**src/rtl/decoder_pkg.sv**
```systemverilog
// Shared definitions for the LED decoder/scanner: mode encodings and the
// default prescaler period.
package decoder_pkg;

    typedef enum logic [1:0] {
        MODE_DECODE    = 2'b00,
        MODE_SCAN_UP   = 2'b01,
        MODE_SCAN_DOWN = 2'b10,
        MODE_HOLD      = 2'b11
    } mode_e;

    localparam int DIV_MAX_DEFAULT = 100_000_000;

    // True for the two modes in which the prescaler advances the position.
    function automatic logic is_scan_mode(input mode_e m);
        logic r;
        case (m)
            MODE_SCAN_UP:   r = 1'b1;
            MODE_SCAN_DOWN: r = 1'b1;
            default:        r = 1'b0;
        endcase
        return r;
    endfunction

endpackage

```
**src/rtl/tick_gen.sv**
```systemverilog
// Scan prescaler: counts 0..DIV_MAX-1 while run is high and flags the last
// count as a step tick. clr restarts the period and masks the tick.
module tick_gen
    import decoder_pkg::*;
#(
    parameter int DIV_MAX = DIV_MAX_DEFAULT
) (
    input  logic clk,
    input  logic rst_n,
    input  logic run,
    input  logic clr,
    output logic tick
);

    // Width holds DIV_MAX-1 exactly, including when DIV_MAX is a power of two.
    localparam int CNT_W = $clog2(DIV_MAX);
    localparam logic [CNT_W-1:0] CNT_LAST = CNT_W'(DIV_MAX - 1);

    logic [CNT_W-1:0] div_cnt_r;

    // Tick on the final count of a period; a clear in the same cycle wins.
    always_comb begin
        tick = run & ~clr & (div_cnt_r == CNT_LAST);
    end

    // Prescaler count: clear has priority, otherwise count and wrap while running.
    always_ff @(posedge clk) begin
        if (!rst_n) begin
            div_cnt_r <= {CNT_W{1'b0}};
        end else if (clr) begin
            div_cnt_r <= {CNT_W{1'b0}};
        end else if (run) begin
            if (div_cnt_r == CNT_LAST) begin
                div_cnt_r <= {CNT_W{1'b0}};
            end else begin
                div_cnt_r <= div_cnt_r + CNT_W'(1);
            end
        end else begin
            div_cnt_r <= div_cnt_r;
        end
    end

endmodule

```
**src/rtl/led_decoder_seq.sv**
```systemverilog
// One-hot LED driver: decodes a switch index directly, or scans a lit
// position up/down at a prescaled rate, with hold, load and enable control.
module led_decoder_seq
    import decoder_pkg::*;
#(
    parameter int SEL_W   = 2,
    parameter int OUT_W   = 2 ** SEL_W,
    parameter int DIV_MAX = DIV_MAX_DEFAULT
) (
    input  logic             clk,
    input  logic             rst_n,
    input  logic             en,
    input  logic [1:0]       mode,
    input  logic             load,
    input  logic [SEL_W-1:0] sw,
    output logic [OUT_W-1:0] led,
    output logic             wrap,
    output logic             valid
);

    localparam logic [SEL_W-1:0] POS_LAST = SEL_W'(OUT_W - 1);
    localparam logic [SEL_W-1:0] POS_ZERO = {SEL_W{1'b0}};

    mode_e            mode_s;
    mode_e            prev_mode_r;
    logic             mode_chg_s;
    logic             run_s;
    logic             clr_s;
    logic             tick_s;
    logic [SEL_W-1:0] pos_r;
    logic [SEL_W-1:0] pos_next_s;
    logic             wrap_next_s;
    logic [OUT_W-1:0] led_next_s;

    assign mode_s = mode_e'(mode);

    // Prescaler controls: run in scan modes, restart on load or any mode change.
    always_comb begin
        mode_chg_s = (mode_s != prev_mode_r);
        run_s      = en & is_scan_mode(mode_s);
        clr_s      = en & (load | mode_chg_s);
    end

    tick_gen #(
        .DIV_MAX (DIV_MAX)
    ) u_tick_gen (
        .clk   (clk),
        .rst_n (rst_n),
        .run   (run_s),
        .clr   (clr_s),
        .tick  (tick_s)
    );

    // Next position and wrap flag; load beats tick, and a load never wraps.
    always_comb begin
        pos_next_s  = pos_r;
        wrap_next_s = 1'b0;
        if (!en) begin
            pos_next_s = pos_r;
        end else if (load) begin
            pos_next_s = sw;
        end else if (mode_s == MODE_DECODE) begin
            pos_next_s = sw;
        end else if (tick_s) begin
            case (mode_s)
                MODE_SCAN_UP: begin
                    pos_next_s  = pos_r + SEL_W'(1);
                    wrap_next_s = (pos_r == POS_LAST);
                end
                MODE_SCAN_DOWN: begin
                    pos_next_s  = pos_r - SEL_W'(1);
                    wrap_next_s = (pos_r == POS_ZERO);
                end
                default: begin
                    pos_next_s = pos_r;
                end
            endcase
        end else begin
            pos_next_s = pos_r;
        end
    end

    // One-hot image of the next position, blanked while disabled.
    always_comb begin
        if (en) begin
            led_next_s = OUT_W'(1) << pos_next_s;
        end else begin
            led_next_s = {OUT_W{1'b0}};
        end
    end

    // State and registered outputs.
    always_ff @(posedge clk) begin
        if (!rst_n) begin
            pos_r       <= {SEL_W{1'b0}};
            prev_mode_r <= MODE_DECODE;
            led         <= {OUT_W{1'b0}};
            wrap        <= 1'b0;
            valid       <= 1'b0;
        end else begin
            pos_r       <= pos_next_s;
            prev_mode_r <= mode_s;
            led         <= led_next_s;
            wrap        <= wrap_next_s;
            valid       <= en;
        end
    end

endmodule

```
**config.mk**
```make
export PLATFORM = sky130hd
export DESIGN_NAME = led_decoder_seq
export DESIGN_NICKNAME = d
export VERILOG_FILES = /design/src/rtl/decoder_pkg.sv /design/src/rtl/tick_gen.sv /design/src/rtl/led_decoder_seq.sv
export SDC_FILE = /design/constraint.sdc
export NUM_CORES = 1
export LEC_CHECK = 0
export BUFFER_PORTS_ARGS = -buffer_cell sky130_fd_sc_hd__buf_4
export CORE_UTILIZATION = 59
export DETAILED_ROUTE_END_ITERATION = 8
export PLACE_DENSITY = 0.78
export SYNTH_ARGS = -nofsm -noshare
export SYNTH_HDL_FRONTEND = slang
export SYNTH_SLANG_ARGS = --single-unit
export TNS_END_PERCENT = 100
```
**constraint.sdc**
```tcl
create_clock -name clk -period 2.6 [get_ports clk]
set_input_delay 0 -clock clk [delete_from_list [all_inputs] [get_ports clk]]
set_output_delay 0 -clock clk [all_outputs]
set_load 0.02 [all_outputs]
```
# == Yosys cells after proc, flatten, opt, wreduce, memory -nomap -nowiden ==
# Cells that the tools add are included.
# classes
n_eq_ne,5
n_addsub,3
n_shift,1
reduce_logical,6
bitwise_logic,9
n_mux,8
# ops
op,count
27-bit by 1-bit adder with 27-bit output (second input constant),1
27-bit == test (second input constant),1
27-bit 2-to-1 mux,1
2-bit 2-to-1 mux,4
5-bit OR reduction,1
1-bit bitwise AND,4
2-bit == test (second input constant),2
2-bit zero test,2
1-bit inverter,4
2-bit case mux with 2 select lines,1
2-bit OR reduction,2
1-bit by 2-bit left shift with 4-bit output (first input constant),1
2-bit by 1-bit adder with 2-bit output (second input constant),1
2-bit by 1-bit == test with 1-bit output (second input constant),1
2-bit inequality test,1
1-bit case mux with 2 select lines,1
2-bit AND reduction,1
2-bit by 1-bit subtractor with 2-bit output (second input constant),1
1-bit 2-to-1 mux,1
1-bit bitwise OR,1
# totals
word_cells,38
in_bits,8
reg_bits,37
out_inout_bits,6

# == Logic depth before layout (Yosys ltp) ==
# logic_depth
ltp_word,11
depth_mapped,8
ltp_nobuf,7

# == Hierarchy ==
# A second synthesis with hierarchy kept.
# hier_totals
cells_unflattened,204
area_unflattened_um2,1815.5
# by_module_without_submodules
module,area_per_inst_um2,seq_area_each_um2,cells_per_inst,n_inst
tick_gen,1365.1,540.5,159,1
led_decoder_seq,450.4,200.2,45,1

# == Worst setup path after synthesis ==
# OpenSTA, ideal clock, no wires.
# synth_path
path_type,flip-flop to flip-flop
from,register u_tick_gen.div_cnt_r[0]
to,register u_tick_gen.div_cnt_r[24]
required_time_ns,2.472
stages_incl_launch_ff,8
setup_slack_ns,0.648
arrival_time_ns,1.824
period_less_slack_ns,1.952
cell_sequence,dfxtp_1 -> ha_1 -> nand3_2 -> or4_1 -> buf_2 -> nor4_1 -> xnor2_1 -> nor2_1
# synth_between
elab_chain_cells,2
word_cells_on_any_way,3
cone_classes,1 x add/sub; 1 x eq/ne; 1 x mux
# synth_rtl
element,line,source
from (decl),tick_gen.sv:19,logic [CNT_W-1:0] div_cnt_r;
from (signal assigned),tick_gen.sv:29,div_cnt_r <= {CNT_W{1'b0}};
from (signal assigned),tick_gen.sv:31,div_cnt_r <= {CNT_W{1'b0}};
from (signal assigned),tick_gen.sv:34,div_cnt_r <= {CNT_W{1'b0}};
27-bit by 1-bit adder with 27-bit output or 27-bit == test (tied branches),"tick_gen.sv:36, tick_gen.sv:33",
27-bit 2-to-1 mux *,tick_gen.sv:33,if (div_cnt_r == CNT_LAST) begin
# Mark *: on every way between the ends. The rest lies on a longest branch, timed or not.
# A chain may end at the register's enable or synchronous reset.

# == Final worst setup path ==
# layout_path
from,input port mode[1]
to,register u_tick_gen.div_cnt_r[24]
# layout_between
elab_chain_cells,4
word_cells_on_any_way,9
cone_classes,3 x eq/ne; 1 x mux; 3 x bitwise; 2 x reduce/logical
# layout_rtl
element,line,source
from (decl),led_decoder_seq.sv:13,"input logic [1:0] mode,"
2-bit == test (tied with other cells),decoder_pkg.sv:17,case (m)
2-bit OR reduction (no line) or 1-bit bitwise OR (tied branches),-,
1-bit 2-to-1 mux or 1-bit bitwise AND (tied branches),"decoder_pkg.sv:17, led_decoder_seq.sv:41",
1-bit bitwise AND or 2-bit OR reduction (tied branches),-,
# Parallel ways exist; a longest one is shown, timed or not.

==> flow_summary.yaml <==
power:
  peakVddDrop_v: 0.000311
  power_mw: 1.01
  leakage_nw: 0.762
  power_density_mw_per_mm2: 476
layout:
  final_cell_mix: "37 x dfxtp_1, 32 x nor2_1, 18 x xnor2_1, 17 x nand2_1, 13 x buf_4"
  synthToLayoutAreaGrowth_pct: 13.7
  n_fill_cell: 240
  fin_cells: 274
  multi_input_comb_area_mm2: 0.00106
  drive_above_1_share_pct: 15.2
  postLayoutCoreUtil_pct: 70.0
  stdcell_area_mm2: 0.00212
  regArea_um2: 741
  final_nets: 241
  diodes: 0
  final_common_cell: "dfxtp_1"
die:
  dieArea_mm2: 0.00339
  die_w_um: 58.2
  die_h_um: 58.2
  pin_count: 14
  start_util_pct: 61.5
  rows: 20
  core_region_area_mm2: 0.00303
critical_path:
  cp_top_family: "simple AND/OR/NAND/NOR gates"
  cp-end-kind: "flip-flop"
  critPathBufInv: 3
  crit_arrival_ns: 2.54
  crit_chain: "dlygate4sd3_1, buf_4, inv_1, ha_1, nand3_2, or4_1, nor4_1, xnor2_1, nor2_1"
  critPathLaunch: "mode[1]"
  r2r_start: "u_tick_gen.div_cnt_r[0]"
  slowest_stage: "or4_1"
  worstPathRequired_ns: 2.79
  max_stage_delay_ns: 0.72
  crit_type: "input port to flip-flop"
  timing.critical_path.fanout_max: 9
  start_kind: "input port"
timing:
  fin_setup_tns_ns: 0
  maxSlewHeadroom_pct: 30.4
  tightestPinTransition_ns: 1.04
  finalCritPeriodShare_pct: 90.4
  final_hold_viol_count: 0
  drv_slew: 0
  fin_crit_ns: 2.35
  setup_viol: 0
  skew_ns: 0.00415
  max_freq_mhz: 426
  grt_setup_unrepaired: "no"
logic_synthesis:
  synth_fa_ha_area_share_pct: 2.69
  synth-simple-area-share_pct: 36.9
  yosys.area.top_type_share_pct: 39.8
  synth_edf_count: 0
  synth_area_mm2: 0.00186
  synth_compound_area_share_pct: 3.63
  yosysSeqAreaShare_pct: 39.8
  synthArstFlopShare_pct: 0
  muxShareOfSynthArea_pct: 0
  syn_area_per_cell_um2: 8.87
  synth-xor-area-share_pct: 13.6
  yosysTopAreaCell: "dfxtp_1"
  ys.flop_type: "dfxtp_1"
  synth_warnings: 0
  synth_top_family_by_area: "simple AND/OR/NAND/NOR gates"
  synth_seq_cells: 37
  yosys-top-cells-area: "dfxtp_1 40%, xnor2_1 8.5%, nor2_1 6.4%"
  synth.distinct_cells: 45
  postSynthCellCount: 210
  syn-num-nets: 222
clock_network:
  cts.htree.levels: 2
  clk_latency_ns: 0.34
  clockBufferDepth: 2
  numCtsBuffers: 5
  root_buffer: "clkbuf_4"
  clk_pin_slew_ns: 0.11
  cts_hold_buf: 7
  cts_tree: "done"
  cts_resized: 0
  cts.sinks: 37
  cts_setup_buffers: 0
global_routing:
  grt_pass1_wl_um: 6140
  grt_use_total_pct: 23.9
  grt_max_degree: 28
  grt-ovfl-total: 0
  grt_pass1_vias: 1443
  antenna_found_initial: 0
detailed_routing:
  viasPerCell: 5.60
  drt_iter0_drc: 62
  vias: 1534
  drcViolationCount: 0
  wire_per_inst_um: 13.4
  firstDrtPassIters: 4
  routed_wl_um: 3670
  ant_nets: 0
placement:
  hpwl_um: 2630
  dpl_cell_area_mm2: 0.00198
  dpl.cell_count: 259
  routabilityCongestion: 0.839
  port_buffers: 13
hold_path:
  hp-start: "sw[0]"
  hp-class: "input port to flip-flop"
job:
  cap_viol_max_count: 0
run_status:
  status: "complete, no violations"
==> final timing paths <==
kind / to / slack [ns] / depth (start not counted)
max: u_tick_gen.div_cnt_r[24] / 0.25 / 9
min: led[2] / 0.15 / 5
max reg2reg: u_tick_gen.div_cnt_r[24] / 0.38 / 6
min reg2reg: u_tick_gen.div_cnt_r[1] / 0.52 / 2
==> flip-flops by register name, summed over array words and instances (netlist names) <==
name and count:
wrap 1, pos_r 2, u_tick_gen.div_cnt_r 27, prev_mode_r 2, valid 1, led 4
==> stage by stage <==
stage / setup WS [ns] / hold slack (ns)
finish: 0.250 / 0.153
CTS: 0.270 / 0.116
floorplan: 0.648 / 0.122
detailed placement: 0.379 / 0.256
global placement: 0.473 / 0.245
global route: 0.0762 / 0.153
==> worst register-to-register path, stage by stage (launching register included) <==
cell     delay (ns)
dfxtp_1        0.42
ha_1           0.22
nand3_2        0.10
or4_1          0.72
nor4_1         0.40
xnor2_1        0.17
nor2_1         0.05
==> synth_stat cells, drive strengths merged (3+ instances only) <==
library cell / instances
or4b: 3
nor2: 32
inv: 7
and2: 4
nand3: 11
nand4: 7
and3: 5
ha: 4
and4: 5
xor2: 11
dfxtp: 37
clkbuf: 4
nor4: 8
nand2: 17
xnor2: 18
nor3: 10
buf: 4
==> layer usage <==
metal / global-route usage, % / part of all wire (%) / vias to the layer above
met5: 0 / 0 / -
met4: 11.9 / 2.0 / 0
met3: 7.81 / 4.1 / 8
met2: 40.6 / 50 / 38
met1: 26.8 / 44 / 717
li1: - / - / 771
==> final cells by class <==
class | count | area share, %
flip-flops and latches | 37 | 35.0
inverters | 7 | 1.24
multi-input cells | 158 | 50.0
repair buffers | 20 | 7.91
clock buffers | 7 | 3.07
well taps | 44 | 2.60
clock inverters | 1 | 0.236
==> report_power, final <==
| group | internal, mW | total [mW] | switching, mW |
|---|---|---|---|
| logic | 0.0384 | 0.0864 | 0.0481 |
| clock network | 0.157 | 0.341 | 0.184 |
| registers | 0.575 | 0.582 | 0.00659 |
| total | 0.770 | 1.01 | 0.239 |
==> cell families after synthesis <==
family,after synthesis
XOR/XNOR,29
adder cells (fa/ha/maj),4
AO/OA/AOI/OAI,10
flip-flops,37
AND/OR/NAND/NOR,115
buffers and inverters,15
No activity file was read; power rests on OpenSTA's default activity.
